==> src/rtl/xadc_sample_frontend.sv <==
// rtl/xadc_sample_frontend.sv - XADC DRP sampler producing signed centred samples
//
// Issues one DRP read of DRP_ADDR per sample_tick and turns the unipolar
// 12-bit conversion result into a signed two's-complement sample.
// Optional feature macro: DC_TRACK_EN (adaptive DC removal instead of a
// fixed midpoint subtraction).
//
// Ports:
//   clk          system clock
//   rst_n        asynchronous active-low reset
//   sample_tick  one-cycle sample request
//   drdy_in      XADC drdy_out
//   do_in        XADC do_out, conversion result in [15:4]
//   den_out      XADC den_in, one-cycle pulse per read
//   daddr_out    XADC daddr_in, constant DRP_ADDR
//   sample_out   signed centred sample, held between updates
//   sample_valid one-cycle strobe, sample_out updated this cycle
//   clip         one-cycle strobe with sample_valid when raw code is near a rail
//   timeout_err  sticky, drdy never arrived for a read
//   overrun      sticky, a tick was dropped while a read was in flight
module xadc_sample_frontend #(
    parameter logic [6:0] DRP_ADDR    = 7'h1F,
    parameter int         TIMEOUT     = 64,
    parameter int         CLIP_MARGIN = 16,
    parameter int         DC_SHIFT    = 10
) (
    input  logic        clk,
    input  logic        rst_n,
    input  logic        sample_tick,
    input  logic        drdy_in,
    input  logic [15:0] do_in,
    output logic        den_out,
    output logic [6:0]  daddr_out,
    output logic [11:0] sample_out,
    output logic        sample_valid,
    output logic        clip,
    output logic        timeout_err,
    output logic        overrun
);

    typedef enum logic [1:0] {IDLE, REQ, WAIT, CONV} state_t;

    localparam logic [7:0]  WAIT_LAST = 8'(TIMEOUT - 1);
    localparam logic [11:0] CLIP_LO   = 12'(CLIP_MARGIN);
    localparam logic [11:0] CLIP_HI   = 12'(4095 - CLIP_MARGIN);

    state_t      state, state_next;
    logic [7:0]  wait_cnt;
    logic [11:0] raw;
    logic [11:0] centred;
    logic        raw_clipped;

    // Low nibble of the DRP word carries no conversion data.
    logic unused_lsbs;
    assign unused_lsbs = ^do_in[3:0];

    assign daddr_out   = DRP_ADDR;
    assign den_out     = (state == REQ);
    assign raw_clipped = (raw <= CLIP_LO) || (raw >= CLIP_HI);

`ifdef DC_TRACK_EN
    localparam int ACC_W = 12 + DC_SHIFT;
    // Tracker starts at mid-scale so the first sample matches the fixed-offset build.
    localparam logic [ACC_W-1:0] ACC_INIT = {1'b1, {(ACC_W-1){1'b0}}};

    logic [ACC_W-1:0]   acc;
    logic [ACC_W-1:0]   acc_next;
    logic [11:0]        dc;
    logic signed [12:0] diff;

    assign dc   = acc[ACC_W-1:DC_SHIFT];
    assign diff = $signed({1'b0, raw}) - $signed({1'b0, dc});
    // dc never exceeds acc>>DC_SHIFT, so the modular sum cannot wrap below zero.
    assign acc_next = acc + ACC_W'(raw) - ACC_W'(dc);

    always_comb begin
        centred = diff[11:0];
        if (diff > 13'sd2047) begin
            centred = 12'h7FF;
        end else if (diff < -13'sd2048) begin
            centred = 12'h800;
        end
    end

    always_ff @(posedge clk or negedge rst_n) begin
        if (!rst_n) begin
            acc <= ACC_INIT;
        end else if (state == CONV) begin
            acc <= acc_next;
        end
    end
`else
    // Time constant only matters to the DC tracker.
    localparam int UNUSED_DC_SHIFT = DC_SHIFT;

    // raw - 12'h800 is just the MSB flipped.
    assign centred = {~raw[11], raw[10:0]};
`endif

    always_ff @(posedge clk or negedge rst_n) begin
        if (!rst_n) begin
            state <= IDLE;
        end else begin
            state <= state_next;
        end
    end

    always_comb begin
        state_next = state;
        case (state)
            IDLE: if (sample_tick) state_next = REQ;
            REQ:  state_next = WAIT;
            WAIT: begin
                if (drdy_in) begin
                    state_next = CONV;
                end else if (wait_cnt == WAIT_LAST) begin
                    state_next = IDLE;
                end
            end
            CONV:    state_next = IDLE;
            default: state_next = IDLE;
        endcase
    end

    always_ff @(posedge clk or negedge rst_n) begin
        if (!rst_n) begin
            wait_cnt     <= 8'd0;
            raw          <= 12'd0;
            sample_out   <= 12'd0;
            sample_valid <= 1'b0;
            clip         <= 1'b0;
            timeout_err  <= 1'b0;
            overrun      <= 1'b0;
        end else begin
            sample_valid <= 1'b0;
            clip         <= 1'b0;
            case (state)
                REQ: wait_cnt <= 8'd0;
                WAIT: begin
                    if (drdy_in) begin
                        raw <= do_in[15:4];
                    end else if (wait_cnt == WAIT_LAST) begin
                        timeout_err <= 1'b1;
                    end else begin
                        wait_cnt <= wait_cnt + 8'd1;
                    end
                end
                CONV: begin
                    sample_out   <= centred;
                    sample_valid <= 1'b1;
                    clip         <= raw_clipped;
                end
                default: ;
            endcase
            // Includes the CONV cycle: the FSM only accepts ticks while in IDLE.
            if (sample_tick && (state != IDLE)) begin
                overrun <= 1'b1;
            end
        end
    end

endmodule

==> config.mk <==
export PLATFORM = sky130hd
export DESIGN_NAME = xadc_sample_frontend
export DESIGN_NICKNAME = d
export VERILOG_FILES = /design/src/rtl/xadc_sample_frontend.sv
export SDC_FILE = /design/constraint.sdc
export NUM_CORES = 1
export LEC_CHECK = 0
export ABC_AREA = 1
export CAP_MARGIN = 20
export CORE_ASPECT_RATIO = 0.75
export CORE_MARGIN = 1.5
export CORE_UTILIZATION = 25
export DETAILED_ROUTE_END_ITERATION = 8
export PLACE_DENSITY_LB_ADDON = 0.08
export SETUP_SLACK_MARGIN = 0.05
export SYNTH_ARGS = -nofsm -noshare
export SYNTH_HDL_FRONTEND = slang
export SYNTH_SLANG_ARGS = --single-unit
==> constraint.sdc <==
create_clock -name clk -period 2.5 [get_ports clk]
set_input_delay 0.375 -clock clk [delete_from_list [all_inputs] [get_ports clk]]
set_output_delay 0.375 -clock clk [all_outputs]
set_load 0.05 [all_outputs]
* Yosys cells after proc, flatten, opt, wreduce, memory -nomap -nowiden
Index checks and enable logic that the tools add are counted. W data, S select, Z words.
Cells by class: add/subtract/negate cells 1, magnitude comparators 2, equal/unequal tests 8, muxes and demuxes 9, bitwise operators 2, reductions and logical operators 9
Operators by type and width (count):
- $mux W8 | 2
- $pmux W8 S2 | 1
- $ge A12 B12 Y1 const B | 1
- $le A12 B5 Y1 const B | 1
- $add A8 B1 Y8 const B | 1
- $eq A8 B6 Y1 const B | 1
- $pmux W2 S4 | 1
- $mux W2 | 3
- $ne A2 B2 Y1 const B | 3
- $reduce_and A3 Y1 | 2
- $eq A2 B2 Y1 const B | 2
- $reduce_and A2 Y1 | 2
- $reduce_bool A2 Y1 | 2
- $ne A3 B3 Y1 const B | 1
- $eq A2 B1 Y1 const B | 1
- $logic_not A2 Y1 | 1
- $mux W1 | 2
- $not A1 Y1 | 2
- $logic_and A1 B1 Y1 | 1
- $logic_or A1 B1 Y1 | 1
Storage, ports and cells: flip-flop bits (word level) 38, input port bits 20, output and inout port bits 24, logic and storage cells 39

* Longest topological paths before layout
Gate-level depths: netlist (run 1).
word-level depth 4, depth in mapped cells 8, gate-level depth less buffers 8

* Least setup slack after synthesis (run 1)
No wires, ideal clock.
path type register to register, start point register state[0], end point register wait_cnt[4], setup time 0.123 ns, arrival 1.587 ns, data required time 2.377 ns, path slack 0.790 ns, cell stages (with the launch flop) 6, path buffers 0, clock period less this slack 1.710 ns, path through dfrtp_1 > inv_1 > nor2_1 > inv_2 > nand3_1 > o21ai_1
On the way: cells in the longest elaborated chain, start to end 3, elaborated cells on any way between the ends 7, classes of those cells eq/ne (4); mux (1); reduce/logical (2)
Ends and longest elaborated chain:
- start, declared | RTL line 47 | state_t state, state_next;
- start signal, assigned | RTL line 104 | state <= state_next;
- $eq A2 B1 Y1 *
- named net den_out | RTL line 32 | output logic den_out,
- $reduce_bool A2 Y1 (no source line)
- $reduce_and A3 Y1 (no source line)
- end signal, assigned | RTL line 145 | wait_cnt <= wait_cnt + 8'd1;
- end, declared | RTL line 48 | logic [7:0] wait_cnt;
Mark *: on every way through the listed nets, which the timed path passes. The rest lies on a longest branch. A chain may end at the register's enable or synchronous reset.

* Worst setup path after layout (run 1)
start point register state[0], end point output den_out
On the way: cells in the longest elaborated chain, start to end 1
Ends and longest elaborated chain:
- $eq A2 B1 Y1 | RTL line 58 | assign den_out = (state == REQ);
- end, declared | RTL line 32
Every way passes these cells.

==> impl_metrics.toml, run 1 <==
[run_status]
status = "finished, final reports clean"

[yosys]
ys_seq_area_share_pct = 53.4
syn_area_per_cell_um2 = 9.09
synth_cell_type_count = 28
ys_warn_count = 0
syn-instance-count = 196
ys_ff_latch = 38
syn_area_um2 = 1780

[die]
start_util_pct = 26.0
io_pins = 44
die_y_um = 76.1
die_x_um = 100
rows = 26
core_um2 = 6860
die_area_um2 = 7650

[detailed_routing]
routed_via_density = 4.12
drt_iter0_drc = 52
drtPass1Iterations = 4
wl_per_cell_um = 11.5
drcViolationCount = 0
drtAntennaViolNets = 0
routed_wl_mm = 3.77
vias = 1351

[setup_path]
worst_setup_path_start_kind = "flop"
worstPathCellList = "inv_1 -> nor2_1 -> clkdlybuf4s50_1"
regToRegSetupSlack_ns = 1.08
arrival_ns = 1.77
path_max_fanout = 4
worstPathRequired_ns = 2.12
critPathSlowestCell = "clkdlybuf4s50_1"
slowest_delay_ns = 0.83
critical_path_class = "flop to output port"
endpoint_kind = "output port"

[timing]
post-route-period-util_pct = 85.8
worst_slew_pin_slew_ns = 0.903
max_freq_mhz = 466
hold_viol_final = 0
tns_ns = 0
maxSlewViolCount = 0
skew_ns = 0.00456
min_period_ns = 2.14
rsz0062_at_grt = "no"
hold_slack_ns = 0.219
setup_viol = 0
maxSlewHeadroom_pct = 39.8

[clock_tree]
clk_pin_slew_ns = 0.08
cts_made_buffers = 5
root_buffer = "clkbuf_8"
clockBufferDepth = 2
cts_resized = 0
cts.sinks = 38
cts_max_level = 2
hold_buffers = 0
clk_latency_ns = 0.28
post_cts.repair.setup_buffers = 0
cts_tree = "built"

[placement]
dp_cells = 320
dp.final_hpwl_mm = 2.70
port-buffer-count = 32
place.gp.congestion = 0.725

[power_and_ir_drop]
switching_power_mw = 1.22
p_per_area_nw_per_um2 = 1190
ir_drop_v = 0.000396
power_leakage_nw = 1.07
seqPwrFrac_pct = 36.5
clkPwrFrac_pct = 16.2
p_sw_share_pct = 45.5
p_int_mw = 1.46
pwr-share-comb_pct = 47.4
totalPowerFinal_mw = 2.68

[global_route]
grt_max_degree = 39
grt_pass1_vias = 1331
grt-ovfl-total = 0
track_usage_pct = 11.2
antenna_found_initial = 0
grt_pass1_wl_mm = 6.56

[final_layout]
drive_gt1_share_pct = 11.3
diodes = 0
stdcell_count = 328
area_delta_synth_final_pct = 26.1
fin_nets = 250

[run]
drv_cap = 0

[hold_path]
hp-class = "input pin to async pin"
## critical path: cells and delay by family (launching register included)
family                 cells  cell delay [ns]
and+or+nand+nor            1             0.16
DFF                        1             0.42
buffers and inverters      2             0.91
## worst paths after layout
check | start | depth (start not counted) | to
setup / recovery | state[0]$_DFFE_PN0P_ | 3 | den_out
hold / removal | rst_n | 1 | wait_cnt[6]$_DFFE_PN0P_
setup reg to reg | state[0]$_DFFE_PN0P_ | 4 | sample_out[11]$_DFFE_PN0P_
hold reg to reg | overrun$_DFFE_PN0P_ | 2 | overrun$_DFFE_PN0P_
max in group asynchronous | rst_n | 1 | raw[9]$_DFFE_PN0P_
min in group clk | overrun$_DFFE_PN0P_ | 2 | overrun$_DFFE_PN0P_
## layout by cell type (no fill, tap or decap), drive strengths merged
master / n
a21oi: 11
a31o: 1
buf: 1
clkbuf: 7
clkdlybuf4s50: 31
clkinv: 1
conb: 7
dfrtp: 38
ha: 1
inv: 24
mux2: 1
nand2: 39
nand3: 15
nand4: 3
nor2: 28
nor3: 1
o21ai: 18
o21bai: 1
xnor2: 1
xor2: 1
## metal layers
metal  vias up  wire length, µm  GRT usage (%)
li1        676                -              -
met1       638             2000           16.3
met2        32             1530           15.5
met3         5              191           3.39
met4         0               40           4.23
met5         -                0              0
## area by class of cell
type | instances | area [µm²]
clock buffers | 7 | 86.3
clock inverters | 1 | 5.00
fillers | 735 | 4620
inverters | 24 | 92.6
multi-input cells | 128 | 674
flip-flops and latches | 38 | 951
well taps | 98 | 123
repair buffers | 32 | 315
## state kept, by name (all words and copies together), names as in the netlist
signal	flops
raw	12
sample_out	12
wait_cnt	8
state	2
clip	1
overrun	1
sample_valid	1
timeout_err	1
## power by group through the flow
stage | Clock, mW | Sequential (mW) | Combinational [mW]
floorplan | 0 | 1.33 | 0.565
global placement | 0 | 0.989 | 1.29
detailed placement | 0 | 0.990 | 1.29
CTS | 0.457 | 0.979 | 1.29
global route | 0.490 | 1.01 | 1.40
finish | 0.434 | 0.977 | 1.27
## kinds of logic (layout without fill, tap and decap cells)
kind of cell / Yosys count / count (layout) / share of synthesized area [%]
other: 2 / 7 / 0.422
multiplexers: 1 / 1 / 0.632
adder cells (fa/ha/maj): 1 / 1 / 0.702
AO/OA/AOI/OAI: 31 / 31 / 9.69
flip-flops: 38 / 38 / 53.4
XOR/XNOR: 2 / 2 / 0.983
AND/OR/NAND/NOR: 86 / 86 / 24.4
buffers and inverters: 35 / 64 / 9.83
## stage by stage
step / instance area (µm²) / setup slack (ns) / utilization [%]
final: 2250 / 0.355 / 32.7
after detailed placement: 2160 / 0.616 / 31.4
after global routing: 2250 / 0.229 / 32.7
after CTS: 2250 / 0.325 / 32.7
after global placement: 2160 / 0.613 / 31.4
after floorplan: 1800 / 0.790 / -
## cells in the mapped netlist
| library cell | count | area (µm²) |
|---|---|---|
| dfrtp_1 | 38 | 951 |
| nand2_1 | 34 | 128 |
| nor2_1 | 24 | 90.1 |
| inv_1 | 19 | 71.3 |
| nand3_1 | 15 | 75.1 |
| o21ai_0 | 13 | 65.1 |
| a21oi_1 | 11 | 55.1 |
| buf_4 | 7 | 52.6 |
| inv_2 | 4 | 15.0 |
| nand4_1 | 3 | 18.8 |
| nor2_4 | 3 | 33.8 |
| o21ai_2 | 3 | 26.3 |
| buf_6 | 2 | 22.5 |
| clkbuf_1 | 2 | 7.51 |
| conb_1 | 2 | 7.51 |
| nand2_2 | 2 | 12.5 |
| nand2_8 | 2 | 40.0 |
| o21ai_1 | 2 | 10.0 |
| a31o_2 | 1 | 8.76 |
| ha_1 | 1 | 12.5 |
| inv_4 | 1 | 6.26 |
| mux2_1 | 1 | 11.3 |
| nand2_4 | 1 | 11.3 |
| nor2_8 | 1 | 20.0 |
| nor3_1 | 1 | 5.00 |
| o21bai_1 | 1 | 7.51 |
| xnor2_1 | 1 | 8.76 |
| xor2_1 | 1 | 8.76 |
Note: power is estimated with default switching activity, not from simulation.
==> inputs of run 2 (changes only) <==
- MAX_ROUTING_LAYER: not set -> met4
==> impl_metrics.toml, run 2 (same netlist as run 1, synthesis figures left out) <==
[setup_path]
worst_setup_path_start_kind = "flop"
cp_num_cells = 3
path_buf_inv = 2
reg2reg_from = "state[0]$_DFFE_PN0P_"
rr_endpoint = "sample_out[11]$_DFFE_PN0P_"
arrival_ns = 1.77
worstPathCellList = "inv_1 -> nor2_1 -> clkdlybuf4s50_1"
path_max_fanout = 4
critical_path_class = "flop to output port"
worstPathRequired_ns = 2.12
crit_path_start = "state[0]$_DFFE_PN0P_"
slowest_delay_ns = 0.83
regToRegSetupSlack_ns = 1.08
endpoint = "den_out"
critPathSlowestCell = "clkdlybuf4s50_1"
path_delay_family = "buffers and inverters"
endpoint_kind = "output port"
reg2reg_depth = 4

[timing]
max_freq_mhz = 466
worst_slack_ns = 0.355
hold_viol_final = 0
rsz0062_at_grt = "no"
skew_ns = 0.00453
maxSlewHeadroom_pct = 39.8
maxSlewViolCount = 0
min_period_ns = 2.14
worst_slew_pin_slew_ns = 0.903
tns_ns = 0
setup_viol = 0
post-route-period-util_pct = 85.8

[clock_tree]
clk_latency_ns = 0.28
cts.sinks = 38
post_cts.repair.setup_buffers = 0
cts_tree = "built"
root_buffer = "clkbuf_8"
cts_made_buffers = 5
clk_pin_slew_ns = 0.08
cts_resized = 0
cts_max_level = 2
hold_buffers = 0
clockBufferDepth = 2

[detailed_routing]
drt_iter0_drc = 53
routed_wl_mm = 3.76
wl_per_cell_um = 11.5
routed_via_density = 4.12
drtPass1Iterations = 4
drtAntennaViolNets = 0
drcViolationCount = 0
vias = 1351

[die]
die_x_um = 100
core_um2 = 6860
die_y_um = 76.1
die_area_um2 = 7650
start_util_pct = 26.0
io_pins = 44
rows = 26

[placement]
dpl_worst_slack_ns = 0.616
port-buffer-count = 32
place.gp.congestion = 0.734
dp.final_hpwl_mm = 2.70

[final_layout]
reg.largest.list = "raw: 12 flops, sample_out: 12 flops, wait_cnt: 8 flops"
layout_common_cells = "38 x dfrtp_1, 34 x nand2_1, 31 x clkdlybuf4s50_1"
diodes = 0
drive_gt1_share_pct = 11.3
fin_nets = 250
area_delta_synth_final_pct = 26.1
final_common_cell = "dfrtp_1"

[run_status]
status = "finished, final reports clean"

[hold_path]
hp-class = "input pin to async pin"

[global_route]
track_usage_pct = 11.5
antenna_found_initial = 0
grt_max_degree = 39
grt_pass1_wl_mm = 6.57
grt-ovfl-total = 0
grt_pass1_vias = 1330

[power_and_ir_drop]
p_per_area_nw_per_um2 = 1190
totalPowerFinal_mw = 2.68
power_leakage_nw = 1.07
ir_drop_v = 0.000396

[run]
drv_cap = 0
==> run 2: cell counts in the layout (fill, tap and decap cells not counted) <==
Identical to the previous run, type by type.
==> run 2: how the worst min path moves through the flow <==
stage,start,endpoint,depth (start not counted)
2_1_floorplan,rst_n,clip$_DFF_PN0_,0
3_3_place_gp,overrun$_DFFE_PN0P_,overrun$_DFFE_PN0P_,2
3_5_place_dp,overrun$_DFFE_PN0P_,overrun$_DFFE_PN0P_,2
4_1_cts,rst_n,wait_cnt[6]$_DFFE_PN0P_,1
5_1_grt,rst_n,wait_cnt[6]$_DFFE_PN0P_,1
6_report,rst_n,wait_cnt[6]$_DFFE_PN0P_,1
==> run 2: layer usage <==
| metal | wire (µm) | track usage [%] | vias to the layer above | share of wire, % |
|---|---|---|---|---|
| met4 | 40 | 4.23 | 0 | 1.1 |
| met2 | 1530 | 15.5 | 32 | 41 |
| met5 | 0 | - | - | 0 |
| li1 | - | - | 676 | - |
| met3 | 188 | 3.39 | 5 | 5.0 |
| met1 | 2000 | 16.3 | 638 | 53 |
==> run 2: layout make-up <==
cell class	instances	area, µm²
sequential	38	951
clock buffer	7	86.3
inverter	24	92.6
clock inverter	1	5.00
tap	98	123
timing repair buffer	32	315
fill	735	4620
multi-input combinational	128	674
==> run 2: metrics by stage <==
step | util (%) | hold slack (ns) | instance area (µm²) | instances
after floorplan | - | 0.0794 | 1800 | 201
after global placement | 31.4 | 0.446 | 2160 | 320
after detailed placement | 31.4 | 0.452 | 2160 | 320
after CTS | 32.7 | 0.247 | 2250 | 328
after global routing | 32.7 | 0.276 | 2250 | 328
final | 32.7 | 0.219 | 2250 | 328
==> run 2: power breakdown <==
group / leakage (nW) / switching [mW] / total, mW / internal (mW)
clock: 0.0482 / 0.212 / 0.434 / 0.223
sequential: 0.459 / 0.130 / 0.977 / 0.847
combinational: 0.561 / 0.877 / 1.27 / 0.392
==> inputs of run 3 (changes only) <==
- CORE_UTILIZATION: 25 -> 52
==> impl_metrics.toml, run 3 (same netlist as run 1, synthesis figures left out) <==
[run_status]
status = "finished, final reports clean"

[final_layout]
final_common_cell = "dfrtp_1"
drive_gt1_share_pct = 11.3
fin_nets = 250
area_delta_synth_final_pct = 22.1
layout_common_cells = "38 x dfrtp_1, 34 x nand2_1, 31 x clkdlybuf4s50_1"
diodes = 0
fin_util_pct = 66.1
reg.largest.list = "raw: 12 flops, sample_out: 12 flops, wait_cnt: 8 flops"

[timing]
tns_ns = 0
hold_viol_final = 0
min_period_ns = 2.17
worst_slew_pin_slew_ns = 0.817
setup_viol = 0
maxSlewViolCount = 0
max_freq_mhz = 461
skew_ns = 0.00203
post-route-period-util_pct = 86.7
rsz0062_at_grt = "no"
maxSlewHeadroom_pct = 45.6

[clock_tree]
clockBufferDepth = 2
cts_max_level = 2
post_cts.repair.setup_buffers = 0
clk_latency_ns = 0.28
cts_resized = 0
cts.sinks = 38
root_buffer = "clkbuf_8"
clk_pin_slew_ns = 0.07
hold_buffers = 0
cts_tree = "built"
cts_made_buffers = 5

[detailed_routing]
routed_via_density = 4.89
drt_iter0_drc = 85
drtPass1Iterations = 4
vias = 1320
wl_per_cell_um = 12.6
drcViolationCount = 0
drtAntennaViolNets = 0
routed_wl_mm = 3.40

[setup_path]
reg2reg_depth = 4
critical_path_class = "flop to output port"
path_max_fanout = 4
arrival_ns = 1.79
endpoint_kind = "output port"
worst_setup_path_start_kind = "flop"
worstPathRequired_ns = 2.12

[global_route]
grt_max_degree = 39
grt-ovfl-total = 0
antenna_found_initial = 0
grt_pass1_wl_mm = 5.75
grt_pass1_vias = 1264
track_usage_pct = 20.8

[die]
io_pins = 44
die_area_um2 = 3790
start_util_pct = 54.2
die_y_um = 53.7
die_x_um = 70.6
rows = 18
core_um2 = 3290

[placement]
place.gp.congestion = 0.893
dp.final_hpwl_mm = 2.50
port-buffer-count = 32

[power_and_ir_drop]
p_per_area_nw_per_um2 = 1230
power_leakage_nw = 1.07
ir_drop_v = 0.000669

[hold_path]
hp-class = "input pin to async pin"

[run]
drv_cap = 0
-- run 3: cell counts in the layout (fill, tap and decap cells not counted) --
Identical to the previous run, type by type.
-- run 3: area by class of cell --
type	instances	area [µm²]
Timing Repair Buffer	32	315
Clock inverter	1	5.00
Tap cell	40	50.0
Inverter	24	92.6
Clock buffer	7	86.3
Multi-Input combinational cell	128	674
Fill cell	263	1110
Sequential cell	38	951
-- run 3: report_power, final --
| part | internal (mW) | switching, mW |
|---|---|---|
| logic | 0.392 | 0.873 |
| registers | 0.848 | 0.137 |
| clock network | 0.222 | 0.208 |
-- run 3: worst max-delay path: stages, from the launching register on --
cell             delay (ns)
dfrtp_1                0.42
inv_1                  0.08
nor2_1                 0.17
clkdlybuf4s50_1        0.83
-- run 3: metrics by stage --
| stage | instance area [µm²] | hold slack, ns | setup slack (ns) | instances | power, mW |
|---|---|---|---|---|---|
| final | 2170 | 0.175 | 0.331 | 270 | 2.68 |
| after global placement | 2080 | 0.447 | 0.672 | 262 | 2.22 |
| after detailed placement | 2080 | 0.461 | 0.647 | 262 | 2.26 |
| after CTS | 2170 | 0.219 | 0.326 | 270 | 2.70 |
| after global routing | 2170 | 0.240 | 0.216 | 270 | 2.87 |
| after floorplan | 1800 | 0.0794 | 0.790 | 201 | 1.90 |
-- run 3: metal layers --
metal	global-route usage (%)	wire, µm	vias to the layer above
met4	8.81	16	0
met3	6.55	188	2
met1	28.1	1720	605
li1	-	-	673
met2	29.2	1470	40
met5	-	0	-
-- run 3: path summary, 6_finish.rpt --
path / from / slack, ns / end
max: state[0]$_DFFE_PN0P_ / 0.33 / den_out
min reg2reg: overrun$_DFFE_PN0P_ / 0.47 / overrun$_DFFE_PN0P_
max in group asynchronous: rst_n / 1.81 / sample_out[9]$_DFFE_PN0P_
min: rst_n / 0.18 / state[0]$_DFFE_PN0P_
min in group clk: overrun$_DFFE_PN0P_ / 0.47 / overrun$_DFFE_PN0P_
max reg2reg: state[0]$_DFFE_PN0P_ / 1.06 / clip$_DFF_PN0_
